--- config.mk ---
export PLATFORM = sky130hd
export DESIGN_NAME = game_tick_scheduler_flat
export DESIGN_NICKNAME = d
export VERILOG_FILES = /design/src/rtl/game_tick_scheduler_if.sv /design/src/rtl/game_tick_scheduler.sv /design/src/flat_wrapper.sv
export SDC_FILE = /design/constraint.sdc
export NUM_CORES = 1
export LEC_CHECK = 0
export CAP_MARGIN = 20
export CORE_ASPECT_RATIO = 2
export CORE_MARGIN = 3
export CORE_UTILIZATION = 45
export DETAILED_ROUTE_END_ITERATION = 16
export GPL_TIMING_DRIVEN = 0
export SETUP_SLACK_MARGIN = 0.2
export SLEW_MARGIN = 20
export SYNTH_ARGS = -nofsm -noshare
export SYNTH_HDL_FRONTEND = slang
export SYNTH_SLANG_ARGS = --single-unit
--- constraint.sdc ---
create_clock -name clk -period 15.06 [get_ports clk]
set_input_delay 3.765 -clock clk [delete_from_list [all_inputs] [get_ports clk]]
set_output_delay 3.765 -clock clk [all_outputs]
set_load 0.03 [all_outputs]
--- src/rtl/game_tick_scheduler_if.sv ---
// Control/status bundle between the game-state FSM and the tick scheduler.
//   gameon        : level, play state active (master -> scheduler)
//   collision     : one-cycle pulse, player hit (master -> scheduler)
//   game_reset    : one-cycle pulse, clear score and idle (master -> scheduler)
//   score_tick    : one-cycle pulse per score point (scheduler -> master)
//   obstacle_tick : one-cycle pulse requesting an obstacle spawn (scheduler -> master)
//   score_bcd     : 4 BCD digits, [15:12] = thousands (scheduler -> master)
//   level         : current speed level (scheduler -> master)
//   running       : high while in RUN (scheduler -> master)
interface game_tick_scheduler_if;
  logic        gameon;
  logic        collision;
  logic        game_reset;
  logic        score_tick;
  logic        obstacle_tick;
  logic [15:0] score_bcd;
  logic [2:0]  level;
  logic        running;

  modport master (
    output gameon, collision, game_reset,
    input  score_tick, obstacle_tick, score_bcd, level, running
  );

  modport slave (
    input  gameon, collision, game_reset,
    output score_tick, obstacle_tick, score_bcd, level, running
  );
endinterface

--- src/rtl/game_tick_scheduler.sv ---
// Gameplay timing for the dino game. A run/pause/over FSM gates a single tick
// divider whose period shrinks as the level rises. Each score point emits a
// score_tick pulse and bumps a saturating 4-digit BCD score; obstacle_tick is
// scheduled every MIN_GAP + lfsr[GAP_BITS-1:0] score points.
//   clk   : system clock
//   rst_n : asynchronous active-low reset
//   bus   : control inputs and registered status outputs (slave side)
module game_tick_scheduler #(
  parameter int unsigned SCORE_DIV  = 3000000,
  parameter int unsigned DIV_DEC    = 250000,
  parameter int unsigned LEVEL_STEP = 100,
  parameter int unsigned MAX_LEVEL  = 7,
  parameter int unsigned MIN_GAP    = 8,
  parameter int unsigned GAP_BITS   = 4
) (
  input logic                  clk,
  input logic                  rst_n,
  game_tick_scheduler_if.slave bus
);

  localparam int unsigned CntW = $clog2(SCORE_DIV);
  localparam int unsigned LvlW = (LEVEL_STEP > 1) ? $clog2(LEVEL_STEP) : 1;
  // Wide enough for the largest reload value MIN_GAP + 2**GAP_BITS - 1.
  localparam int unsigned GapW = $clog2(MIN_GAP + (2 ** GAP_BITS));

  typedef enum logic [1:0] {StIdle, StRun, StPause, StOver} state_e;

  state_e          state_q, state_d;
  logic [CntW-1:0] cnt_q, cnt_d;
  logic [15:0]     score_q, score_d;
  logic [2:0]      level_q, level_d;
  logic [LvlW-1:0] level_cnt_q, level_cnt_d;
  logic [GapW-1:0] gap_q, gap_d;
  logic [15:0]     lfsr_q, lfsr_d;
  logic            score_tick_q, score_tick_d;
  logic            obstacle_tick_q, obstacle_tick_d;
  logic            running_q, running_d;

  logic [31:0] period;
  logic        terminal;

  assign period   = SCORE_DIV - DIV_DEC * 32'(level_q);
  assign terminal = (32'(cnt_q) == period - 32'd1);

  // BCD +1 with per-digit carry; 9999 saturates.
  function automatic logic [15:0] bcd_inc(input logic [15:0] v);
    logic [15:0] r;
    logic        carry;
    r     = v;
    carry = 1'b1;
    if (v != 16'h9999) begin
      for (int i = 0; i < 4; i++) begin
        if (carry) begin
          if (r[4*i +: 4] == 4'd9) begin
            r[4*i +: 4] = 4'd0;
          end else begin
            r[4*i +: 4] = r[4*i +: 4] + 4'd1;
            carry       = 1'b0;
          end
        end
      end
    end
    return r;
  endfunction

  always_comb begin
    state_d         = state_q;
    cnt_d           = cnt_q;
    score_d         = score_q;
    level_d         = level_q;
    level_cnt_d     = level_cnt_q;
    gap_d           = gap_q;
    score_tick_d    = 1'b0;
    obstacle_tick_d = 1'b0;
    lfsr_d          = {lfsr_q[14:0], lfsr_q[15] ^ lfsr_q[13] ^ lfsr_q[12] ^ lfsr_q[10]};

    // Score lags the tick by one cycle so the new value follows the pulse.
    if (score_tick_q) begin
      score_d = bcd_inc(score_q);
    end

    if (bus.game_reset) begin
      state_d     = StIdle;
      cnt_d       = '0;
      score_d     = '0;
      level_d     = '0;
      level_cnt_d = '0;
      gap_d       = GapW'(MIN_GAP);
    end else begin
      case (state_q)
        StIdle: begin
          cnt_d = '0;
          if (bus.gameon) state_d = StRun;
        end
        StRun: begin
          if (bus.collision) begin
            state_d = StOver;
          end else if (!bus.gameon) begin
            // Counter holds, even at P-1; the tick fires after resuming.
            state_d = StPause;
          end else if (terminal) begin
            cnt_d        = '0;
            score_tick_d = 1'b1;
            if (32'(level_cnt_q) == LEVEL_STEP - 1) begin
              level_cnt_d = '0;
              if (32'(level_q) < MAX_LEVEL) level_d = level_q + 3'd1;
            end else begin
              level_cnt_d = level_cnt_q + LvlW'(1);
            end
            if (gap_q == GapW'(1)) begin
              obstacle_tick_d = 1'b1;
              gap_d = GapW'(MIN_GAP) + GapW'(lfsr_q[GAP_BITS-1:0]);
            end else begin
              gap_d = gap_q - GapW'(1);
            end
          end else begin
            cnt_d = cnt_q + CntW'(1);
          end
        end
        StPause: begin
          if (bus.collision) begin
            state_d = StOver;
          end else if (bus.gameon) begin
            state_d = StRun;
          end
        end
        StOver: ;
        default: state_d = StIdle;
      endcase
    end

    running_d = (state_d == StRun);
  end

  always_ff @(posedge clk or negedge rst_n) begin
    if (!rst_n) begin
      state_q         <= StIdle;
      cnt_q           <= '0;
      score_q         <= '0;
      level_q         <= '0;
      level_cnt_q     <= '0;
      gap_q           <= GapW'(MIN_GAP);
      lfsr_q          <= 16'hACE1;
      score_tick_q    <= 1'b0;
      obstacle_tick_q <= 1'b0;
      running_q       <= 1'b0;
    end else begin
      state_q         <= state_d;
      cnt_q           <= cnt_d;
      score_q         <= score_d;
      level_q         <= level_d;
      level_cnt_q     <= level_cnt_d;
      gap_q           <= gap_d;
      lfsr_q          <= lfsr_d;
      score_tick_q    <= score_tick_d;
      obstacle_tick_q <= obstacle_tick_d;
      running_q       <= running_d;
    end
  end

  assign bus.score_tick    = score_tick_q;
  assign bus.obstacle_tick = obstacle_tick_q;
  assign bus.score_bcd     = score_q;
  assign bus.level         = level_q;
  assign bus.running       = running_q;

endmodule

--- src/flat_wrapper.sv ---
// flat-port wrapper written by rule: the top's interface ports become plain ports
module game_tick_scheduler_flat 
#(
  parameter int unsigned SCORE_DIV  = 3000000,
  parameter int unsigned DIV_DEC    = 250000,
  parameter int unsigned LEVEL_STEP = 100,
  parameter int unsigned MAX_LEVEL  = 7,
  parameter int unsigned MIN_GAP    = 8,
  parameter int unsigned GAP_BITS   = 4
)
  (clk, rst_n, bus_gameon, bus_collision, bus_game_reset, bus_score_tick, bus_obstacle_tick, bus_score_bcd, bus_level, bus_running);
  game_tick_scheduler_if bus_i ();
  input logic clk;
  input logic rst_n;
  input wire logic [$bits(bus_i.gameon)-1:0] bus_gameon;
  input wire logic [$bits(bus_i.collision)-1:0] bus_collision;
  input wire logic [$bits(bus_i.game_reset)-1:0] bus_game_reset;
  output wire logic [$bits(bus_i.score_tick)-1:0] bus_score_tick;
  output wire logic [$bits(bus_i.obstacle_tick)-1:0] bus_obstacle_tick;
  output wire logic [$bits(bus_i.score_bcd)-1:0] bus_score_bcd;
  output wire logic [$bits(bus_i.level)-1:0] bus_level;
  output wire logic [$bits(bus_i.running)-1:0] bus_running;
  assign bus_i.gameon = bus_gameon;
  assign bus_i.collision = bus_collision;
  assign bus_i.game_reset = bus_game_reset;
  assign bus_score_tick = bus_i.score_tick;
  assign bus_obstacle_tick = bus_i.obstacle_tick;
  assign bus_score_bcd = bus_i.score_bcd;
  assign bus_level = bus_i.level;
  assign bus_running = bus_i.running;
  game_tick_scheduler #(.SCORE_DIV(SCORE_DIV), .DIV_DEC(DIV_DEC), .LEVEL_STEP(LEVEL_STEP), .MAX_LEVEL(MAX_LEVEL), .MIN_GAP(MIN_GAP), .GAP_BITS(GAP_BITS)) u_core (.clk(clk), .rst_n(rst_n), .bus(bus_i));
endmodule
# Word-level counts from Yosys, hierarchy flattened
# Index checks and enable logic that the tools add are counted.
# Widths: inputs -> output; s select.
# totals
reg_bits,74
out_inout_bits,22
word_cells,124
# classes
addsub,11
multipliers,1
n_lt_le_gt_ge,1
n_eq_ne,14
n_mux,62
bitwise_logic,3
n_reduce_logical,19
# ops
operator,count
$mux 22,4
$mux 16,3
$pmux 22 s2,1
$mux 7,6
$eq 22x32->1,1
$sub 32x1->32 const B,1
$mux 5,6
$mux 4,7
$sub 22x21->23 const A,1
$add 22x1->22 const B,1
$mux 1,22
$mux 3,7
$reduce_bool 2->1,10
$mul 14x3->17 const A,1
$add 4x1->4 const B,4
$eq 4x4->1 const B,4
$ne 16x16->1 const B,1
$reduce_and 3->1,4
$mux 2,5
$add 7x1->7 const B,1
$eq 7x7->1 const B,1
$ne 3x3->1 const B,2
$pmux 2 s3,1
$reduce_and 6->1,1
other kinds (13),16

# Depth between registers and ports, before layout
# Gate-level depths: netlist of run 1.
# depth
depth_word,14
ltp_mapped,20
ltp_nobuf,14

# Worst setup path before layout of run 1
# OpenSTA, ideal clock, no wires.
# synth_timing
kind,input to register
start,in bus_collision
end,reg u_core.level_cnt_q[3]
arrival_ns,5.198
setup_slack_ns,9.784
stages,7
n_path_buf,0
cell_sequence,nand2b_1 > nor2_1 > nand2_1 > nor3_1 > nand4_1 > or4_1 > a21oi_1
# synth_between
elab_chain_cells,2
# synth_rtl
item,line_no,source
from (decl),flat_wrapper.sv:16,input wire logic [$bits(bus_i.collision)-1:0] bus_collision;
$ne 2x1->1 (no line),-,
$reduce_and 4->1 (no line),-,
to (signal assigned),game_tick_scheduler.sv:152,level_cnt_q <= level_cnt_d;
to (decl),game_tick_scheduler.sv:32,"logic [LvlW-1:0] level_cnt_q, level_cnt_d;"
# Every way passes these cells.
# A chain may end at the register's enable or synchronous reset.

# Final worst setup path of run 1
# layout_timing
start,reg u_core.level_q[0] (netlist: u_core.bus.level[0])
end,reg u_core.gap_q[1]
# layout_between
elab_chain_cells,6
# layout_rtl
item,line_no,source
from (decl),game_tick_scheduler.sv:31,"logic [2:0] level_q, level_d;"
from (signal assigned),game_tick_scheduler.sv:151,level_q <= level_d;
$mul 14x3->17,game_tick_scheduler.sv:42,assign period = SCORE_DIV - DIV_DEC * 32'(level_q);
$sub 22x21->23,game_tick_scheduler.sv:42,
$sub 32x1->32,game_tick_scheduler.sv:43,assign terminal = (32'(cnt_q) == period - 32'd1);
$eq 22x32->1,game_tick_scheduler.sv:43,
$reduce_bool 2->1 (no line),-,
$reduce_and 4->1 (no line),-,
to (signal assigned),game_tick_scheduler.sv:142,gap_q <= GapW'(MIN_GAP);
to (signal assigned),game_tick_scheduler.sv:153,gap_q <= gap_d;
to (decl),game_tick_scheduler.sv:33,"logic [GapW-1:0] gap_q, gap_d;"
# Every way passes these cells.

==> run metrics, run 1 <==
status completed; number of top-level pins 27; vias in the first global route 4315; Cell Rows 53; cell count after synthesis 554; total power between 400 and 500 uW; Crit Path Max Fanout 10; Post-DRT Antenna Nets 0; Root Driver clkbuf_16; vias post-DR 4197; largest family of logic cells by synthesized area simple AND/OR/NAND/NOR gates; top post-synthesis cells by area dfrtp_1 33%, ha_1 6.6%, dfstp_2 4.8%, nand2_1 4.8%, xnor2_1 4.6%; Via density approximately 5.7; Post-Synth Adder-Cell Area 7.61%; most frequent cells in the layout 65 x dfrtp_1, 63 x nand2_1, 49 x nor2_1; Post-CTS Setup Inserts 0; register area share after synthesis a little under two fifths; CP endpoint kind register; fin cells 734; cell mode on critical path clkbuf_1; minimum clock period 5.89 ns; M1 GR Usage 23.3%; Max IR drop VDD 0.0918 mV; complex-gate fraction of the synthesized area 15.1%; Area growth, synth to finish 15.5%; cells along the critical path buf_6 > clkbuf_1 > inv_1 > fa_1 > clkbuf_1 > xnor2_1 > ha_1 > clkbuf_1 > o2111ai_1 > or3_1 > and2_1 > xnor3_1 > a2111o_1 > nor3_2 > nor4b_4 > buf_6 > mux2i_1 > nor2_1; Startpoint Class register; Die Area 12300 um2; top cell type's share of synthesized area ~33%; CTS Buffer Depth 2; Slew @ Worst Pin 0.697 ns; final clock skew approximately 0.0075 ns; simple-gate portion of the synthesized area 25.6%; CTS clk-pin slew, worst paths 0.06 ns; CP peak stage delay about 0.57 ns; Final Core Density 53.7%; EDFF count, synth 0; Fin Setup TNS 0 ns; Syn. warnings 0; DRC 0; Fmax around 170 MHz; wire per inst 17.0 um; hold buffers post-CTS 0; final hold viol count 0; TritonCTS Buffers 9; cell area after placement 5400 um2; Synth Area in XOR/XNOR 6.95%; mux share of post-synthesis cell area 3.14%; fin crit share 39.1%; final instance area 5700 um2; mapped cell area around 4900 um2; n_diodes 0; power per cell area 82.0 nW/um2; Synth Register Bits 74; share of cells above drive strength 1 8.21%; core box area 10600 um2; GR met2 Demand/Resource 40.5%; drt first pass iters 4; Critical Path AT about 6.1 ns; Nets 625; Port Buffers 26; Setup-failing EPs final 0; post-DP HPWL 9.39 mm; Top FF cell, synth dfrtp_1; CP max-delay cell fa_1; count of different cell masters after synthesis 69; Synthesized Nets 587; fin. max-slew vios 0; Mean Syn Cell Area slightly below 9 um2; global-route wire length before repair 21.2 mm; CTS tree yes; Die H between 150 and 200 um; most common cell after layout, fill and taps aside dfrtp_1; Initial Utilization a little under half; grt ovf 0; cts repair resizes 0; Worst slew margin 53.4%; critical path required time 15.26 ns; Total GRT Usage a little over a fifth; DRT iter0 DRCs 229; clock sink total 74; Fill cells 1003; largest net degree at the start of global routing 52; met3 Use GR 3.22%; Placed Cells 718; leakage 2.42 nW; Worst Hold Class register to register; largest area contributor in the netlist dfrtp_1; CP Class register to register; DIE WIDTH roughly 80 um; Most Crowded Layer GR met2; CTS H-tree depth 3; Max-Cap Viols 0; Placer Congestion 0.877; worst skew pair latency 0.34 ns; Async SR Flop Fraction 100%; RSZ-0062 raised after global routing false; final WL ~12 mm; initial antenna violation count 0
## sequential cells by signal, indices dropped and copies added (netlist names)
| name | cells |
|---|---|
| u_core.gap_q | 5 |
| u_core.bus.score_bcd | 16 |
| u_core.cnt_q | 22 |
| u_core.bus.running | 1 |
| u_core.bus.obstacle_tick | 1 |
| u_core.bus.score_tick | 1 |
| u_core.lfsr_q | 16 |
| u_core.state_q | 2 |
| u_core.bus.level | 3 |
| u_core.level_cnt_q | 7 |
## synthesized netlist by cell type (3+ instances only)
master    count
a211o_1       3
a211oi_1      3
a21boi_0      3
a21o_1        6
a21oi_1      31
a221o_1       4
and2_1        4
and3_1       16
and4b_1       3
buf_2         3
buf_6         3
clkbuf_1     12
dfrtp_1      65
dfstp_2       9
ha_1         26
inv_1        20
mux2_2        3
mux2i_1      11
nand2_1      63
nand2b_1      6
nand3_1      31
nand3b_1      7
nand4_1       8
nand4b_1      3
nor2_1       49
nor2b_1      10
nor3_1       18
nor4_1        3
o21ai_0      35
o31ai_1       4
or2_2         3
or3_1         6
or4_1         3
xnor2_1      26
xor2_1        8
## final cells by class
cell class                      instances  area [um2]  share of cell area [%]
Multi-Input combinational cell        439        2890                    50.7
Sequential cell                        74        1860                    32.7
Clock inverter                          7        76.3                    1.34
Inverter                               20        75.1                    1.32
Tap cell                              137         171                    3.01
Timing Repair Buffer                   27         285                    5.01
Buffer                                 21         114                    2.00
Clock buffer                            9         225                    3.95
## layer usage
| layer | vias up | part of all wire, % |
|---|---|---|
| met5 | - | 0 |
| met4 | 0 | 4.2 |
| met3 | 35 | 2.3 |
| met2 | 72 | 55 |
| met1 | 2037 | 38 |
| li1 | 2053 | - |
## path summary, 6_finish.rpt
| check | slack, ns | from | end | depth (start not counted) |
|---|---|---|---|---|
| hold reg to reg | 0.35 | u_core.lfsr_q[9] | u_core.lfsr_q[10] | 0 |
| setup reg to reg | 9.17 | u_core.bus.level[0] | u_core.gap_q[1] | 18 |
| max in group asynchronous | 11.11 | rst_n | u_core.lfsr_q[6] | 2 |
| min in group asynchronous | 3.34 | rst_n | u_core.cnt_q[0] | 1 |
| setup / recovery | 9.17 | u_core.bus.level[0] | u_core.gap_q[1] | 18 |
| hold / removal | 0.35 | u_core.lfsr_q[9] | u_core.lfsr_q[10] | 0 |
## stage by stage
| stage | setup WS (ns) | hold slack (ns) |
|---|---|---|
| CTS | 9.20 | 0.351 |
| detailed placement | 8.88 | 0.338 |
| finish | 9.17 | 0.349 |
| global placement | 7.64 | 0.345 |
| global route | 8.73 | 0.363 |
| floorplan | 9.78 | 0.331 |
## power by group
part	internal [mW]	switching [mW]
Sequential	0.204	0.00591
Combinational	0.0154	0.0264
Clock	0.129	0.0866
## worst max-delay path: cells and delay by family, from the launching register on
family          cells  cell delay [ns]
compound gates      2             0.69
buf+inv             6             1.65
xor+xnor            2             0.32
mux                 1             0.21
simple gates        5             1.51
flops               1             0.50
fa+ha+maj           2             0.86
## logic make-up (layout without fill, tap and decap cells)
kind of cell,after synthesis,after routing
compound gates,115,115
xor+xnor,36,36
fa+ha+maj,29,29
buf+inv,41,84
flops,74,74
mux,15,15
simple gates,244,244
Note: power is estimated with default switching activity, not from simulation.
==> run 2: changes to the inputs <==
==> constraint.sdc (replaced) <==
create_clock -name clk -period 6.05 [get_ports clk]
set_input_delay 1.5125 -clock clk [delete_from_list [all_inputs] [get_ports clk]]
set_output_delay 1.5125 -clock clk [all_outputs]
set_load 0.03 [all_outputs]
==> run 2 against run 1 <==
Sequential power rose by 150%; non-clock buffer count is 5 higher; clock power is 150% higher; via count increased by 1.5%; hold slack about the same; sequential share of layout area is 0.26 points lower; clock skew hardly changed; critical path depth is 1 higher; wire length grew 0.23%; cell area rose by 0.79%; largest power group unchanged; setup slack worse by 8.5 ns.
==> run metrics, run 2 (synthesis gave the netlist of run 1 again) <==
status completed; CTS Buffer Depth 2; final WL 12.5 mm; power per cell area slightly above 200 nW/um2; n_diodes 0; total power 1.16 mW; DRC 0; Die Area approximately 12000 um2; initial antenna violation count 0; Final Core Density between 50% and 60%; Place WS approximately 0.27 ns; Cell Rows 53; Via density around 5.8; most frequent cells in the layout 65 x dfrtp_1, 63 x nand2_1, 49 x nor2_1; Crit Path Max Fanout 10; Max-Cap Viols 0; Port Buffers 26; Die H 154 um; DRT iter0 DRCs 220; core box area 10600 um2; CP Class register to register; Area growth, synth to finish 16.4%; worst skew pair latency 0.34 ns; Critical Path AT 5.55 ns; max reg flops 22; minimum clock period approximately 5.4 ns; cell family with most CP delay buffers and inverters; CTS H-tree depth 3; Fmax 187 MHz; fin crit share 88.4%; largest net degree at the start of global routing between 50 and 60; most common cell after layout, fill and taps aside dfrtp_1; fin. max-slew vios 0; Worst slew margin 53.3%; Fill cells 1005; Total GRT Usage between 20% and 30%; share of cells above drive strength 1 9.63%; vias in the first global route 4328; grt ovf 0; post-DP HPWL 9.39 mm; CP bufs+invs 7; vias post-DR 4261; drt first pass iters 4; Max IR drop VDD 0.228 mV; Nets 630; Slew @ Worst Pin 0.698 ns; number of top-level pins 27; critical path required time about 6.3 ns; Initial Utilization 46.5%; Worst Hold Class register to register; Setup-failing EPs final 0; RSZ-0062 raised after global routing false; final worst slack between 0.6 and 0.7 ns; DIE WIDTH 80.0 um; clock sink total 74; final hold viol count 0; Most flops, register u_core.cnt_q; Startpoint Class register; fin cells 739; Root Driver clkbuf_16; CP peak stage delay 0.56 ns; Placed Cells 718; leakage 2.45 nW; CP endpoint kind register; cells along the critical path buf_6 > clkbuf_2 > inv_1 > fa_1 > clkbuf_2 > xnor2_1 > ha_1 > clkbuf_1 > o2111ai_1 > or3_1 > and2_1 > xnor3_1 > a2111o_1 > nor3_2 > nor4b_4 > buf_4 > buf_6 > mux2i_1 > nor2_1; global-route wire length before repair 21.3 mm; Fin Setup TNS 0 ns; TritonCTS Buffers 9; CTS tree yes; wire per inst around 17 um; CTS clk-pin slew, worst paths 0.06 ns; CP max-delay cell fa_1; Placer Congestion 0.877; Post-DRT Antenna Nets 0; final clock skew 0.00715 ns
==> run 2: final cells by class <==
class	instances	area, um2	share of cell area (%)
buffer	21	118	2.05
clock buffer	9	225	3.92
clock inverter	7	76.3	1.33
inverter	20	75.1	1.31
multi-input combinational	439	2890	50.4
sequential	74	1860	32.4
tap	137	171	2.98
timing repair buffer	32	323	5.62
==> run 2: report_power, final <==
group / leakage, nW / internal, mW / switching [mW]
clock network: 0.142 / 0.322 / 0.217
registers: 0.991 / 0.507 / 0.0147
logic: 1.32 / 0.0383 / 0.0656
total: 2.45 / 0.867 / 0.297
==> run 2: routing by layer <==
| metal | global-route usage, % | vias up | share of wire (%) |
|---|---|---|---|
| met3 | 3.28 | 32 | 2.4 |
| met5 | 0 | - | 0 |
| li1 | - | 2070 | - |
| met1 | 23.4 | 2081 | 38 |
| met4 | 10.5 | 0 | 4.1 |
| met2 | 40.4 | 78 | 55 |
==> run 2: worst paths after layout <==
path                       cells after the start  slack (ns)                 from                       to
setup / recovery                              19        0.70  u_core.bus.level[0]          u_core.gap_q[1]
hold / removal                                 0        0.35     u_core.lfsr_q[9]        u_core.lfsr_q[10]
setup reg to reg                              19        0.70  u_core.bus.level[0]          u_core.gap_q[1]
hold reg to reg                                0        0.35     u_core.lfsr_q[9]        u_core.lfsr_q[10]
max in group asynchronous                      2        4.36                rst_n         u_core.lfsr_q[6]
min in group asynchronous                      1        1.08                rst_n  u_core.bus.score_bcd[9]
==> run 2: repair_timing <==
item,CTS,global route
hold buffers,0,0
endpoints found under the setup margin,2,38
pin swaps,0,1
resized for setup,0,7
setup buffers,2,3
==> run 2: per-stage QoR <==
step / area [um2] / hold slack [ns]
6_report: 5740 / 0.349
5_1_grt: 5740 / 0.363
4_1_cts: 5710 / 0.351
3_5_place_dp: 5400 / 0.338
3_3_place_gp: 5370 / 0.345
2_1_floorplan: 4930 / 0.331
==> run 3: changes to the inputs <==
--- a/config.mk
+++ b/config.mk
@@ -8,7 +8,7 @@
 export CAP_MARGIN = 20
 export CORE_ASPECT_RATIO = 2
 export CORE_MARGIN = 3
-export CORE_UTILIZATION = 45
+export CORE_UTILIZATION = 40
 export DETAILED_ROUTE_END_ITERATION = 16
 export GPL_TIMING_DRIVEN = 0
 export SETUP_SLACK_MARGIN = 0.2
==> run 3 against run 2 <==
Global-route usage decreased by 2.4 points; combinational power about the same; clock skew increased by 0.00056 ns; die area increased by 12%; via count about the same; flip-flop and latch count unchanged; sequential power about the same; wire length increased by 3.5%; cell count increased by 1.1%; utilization decreased by 5.7 points; total power increased by 1.9%.
==> run metrics, run 3 (synthesis gave the netlist of run 1 again) <==
status completed; final clock skew 0.00771 ns; Setup-failing EPs final 0; DRT iter0 DRCs 236; Via density 5.70; post-DP HPWL 9.70 mm; Most flops, register u_core.cnt_q; CP Class register to register; most frequent cells in the layout 65 x dfrtp_1, 63 x nand2_1, 49 x nor2_1; clock sink total 74; RSZ-0062 raised after global routing false; final instance area 5770 um2; Fin Setup TNS 0 ns; Critical Path AT 5.71 ns; Post-DRT Antenna Nets 0; vias in the first global route 4473; Final Core Density 48.4%; FF-to-FF path depth 18; CTS Buffer Depth 2; total power between 1 and 1.5 mW; Max-Cap Viols 0; Crit Path Max Fanout 10; Die Area approximately 14000 um2; final hold viol count 0; Root Driver clkbuf_16; largest net degree at the start of global routing between 50 and 60; Fmax around 180 MHz; hold buffers post-CTS 0; Placer Congestion 0.826; final worst slack 0.556 ns; share of cells above drive strength 1 9.63%; max reg flops 22; vias post-DR ~4300; minimum clock period 5.49 ns; Area growth, synth to finish 16.8%; fin cells 747; power per cell area 206 nW/um2; drt first pass iters 6; CTS H-tree depth 3; initial antenna violation count 0; CP endpoint kind register; Die H 163 um; Slew @ Worst Pin 0.843 ns; fin. max-slew vios 0; DIE WIDTH 84.5 um; Worst Hold Class register to register; global-route wire length before repair 21.5 mm; Port Buffers 26; Placed Cells 726; TritonCTS Buffers 9; fin crit share 90.8%; n_diodes 0; CTS clk-pin slew, worst paths 0.07 ns; final WL roughly 13 mm; Hold WS 0.344 ns; leakage 2.46 nW; wire per inst ~17 um; Hold Crit Depth 0; most common cell after layout, fill and taps aside dfrtp_1; grt ovf 0; core box area 11900 um2; critical path required time 6.26 ns; Nets 630; FF+latch area 1860 um2; CTS tree yes; number of top-level pins 27; cell area after placement 5410 um2; Place WS 0.167 ns; Startpoint Class register; Cell Rows 56; DRC 0; Worst slew margin 43.7%; Total GRT Usage 19.5%; Max IR drop VDD 0.208 mV; worst skew pair latency 0.34 ns; Multi-input gate area 2890 um2; Initial Utilization 41.4%; Fill cells 1155
run 3: cell count changes in the layout (fill, tap and decap cells not counted):
cell and change:
clkbuf_8 +1, clkinv_2 -1, inv_6 -1, inv_8 +1
run 3: timing repair:
action / 4_1_cts / 5_1_grt
setup buffers: 3 / 2
gates cloned: 0 / 0
endpoints found under the setup margin: 5 / 37
gates resized for setup: 0 / 7
pin swaps: 0 / 1
run 3: routing by layer:
| layer | global-route usage (%) | vias to the layer above | wire (um) |
|---|---|---|---|
| met4 | 11.2 | 0 | 634 |
| met1 | 19.4 | 2072 | 4830 |
| met2 | 37.5 | 89 | 7190 |
| li1 | - | 2061 | - |
| met5 | 0 | - | 0 |
| met3 | 2.62 | 37 | 276 |
run 3: power breakdown:
| group | leakage, nW | internal [mW] | total [mW] | switching (mW) |
|---|---|---|---|---|
| combinational | 1.32 | 0.0384 | 0.104 | 0.0657 |
| clock | 0.147 | 0.336 | 0.560 | 0.225 |
| sequential | 0.991 | 0.507 | 0.522 | 0.0150 |
| total | 2.46 | 0.881 | 1.19 | 0.305 |
run 3: layout make-up:
class | instances | share of cell area (%)
clock buffers | 10 | 4.14
inverters | 20 | 1.30
well taps | 145 | 3.15
clock inverters | 6 | 1.28
flip-flops and latches | 74 | 32.3
plain buffers | 21 | 2.04
multi-input cells | 439 | 50.2
repair buffers | 32 | 5.60
run 3: critical path, stage by stage, from the launching register on:
cell      delay (ns)
dfrtp_1         0.50
buf_6           0.19
clkbuf_2        0.24
inv_1           0.19
fa_1            0.56
clkbuf_1        0.28
xnor2_1         0.12
ha_1            0.24
or3_1           0.41
and3_1          0.21
or3_1           0.41
and2_1          0.18
xnor3_1         0.20
a2111o_1        0.42
nor3_2          0.31
nor4b_4         0.26
buf_4           0.20
nand4_1         0.10
mux2_1          0.35
run 3: path summary, 6_finish.rpt:
kind	startpoint	end	slack, ns
min in group asynchronous	rst_n	u_core.cnt_q[20]	1.05
worst min-delay path	u_core.lfsr_q[14]	u_core.lfsr_q[15]	0.34
worst max register to register	u_core.bus.level[0]	u_core.bus.level[2]	0.56
worst min register to register	u_core.lfsr_q[14]	u_core.lfsr_q[15]	0.34
max in group asynchronous	rst_n	u_core.gap_q[3]	4.39
worst max-delay path	u_core.bus.level[0]	u_core.bus.level[2]	0.56
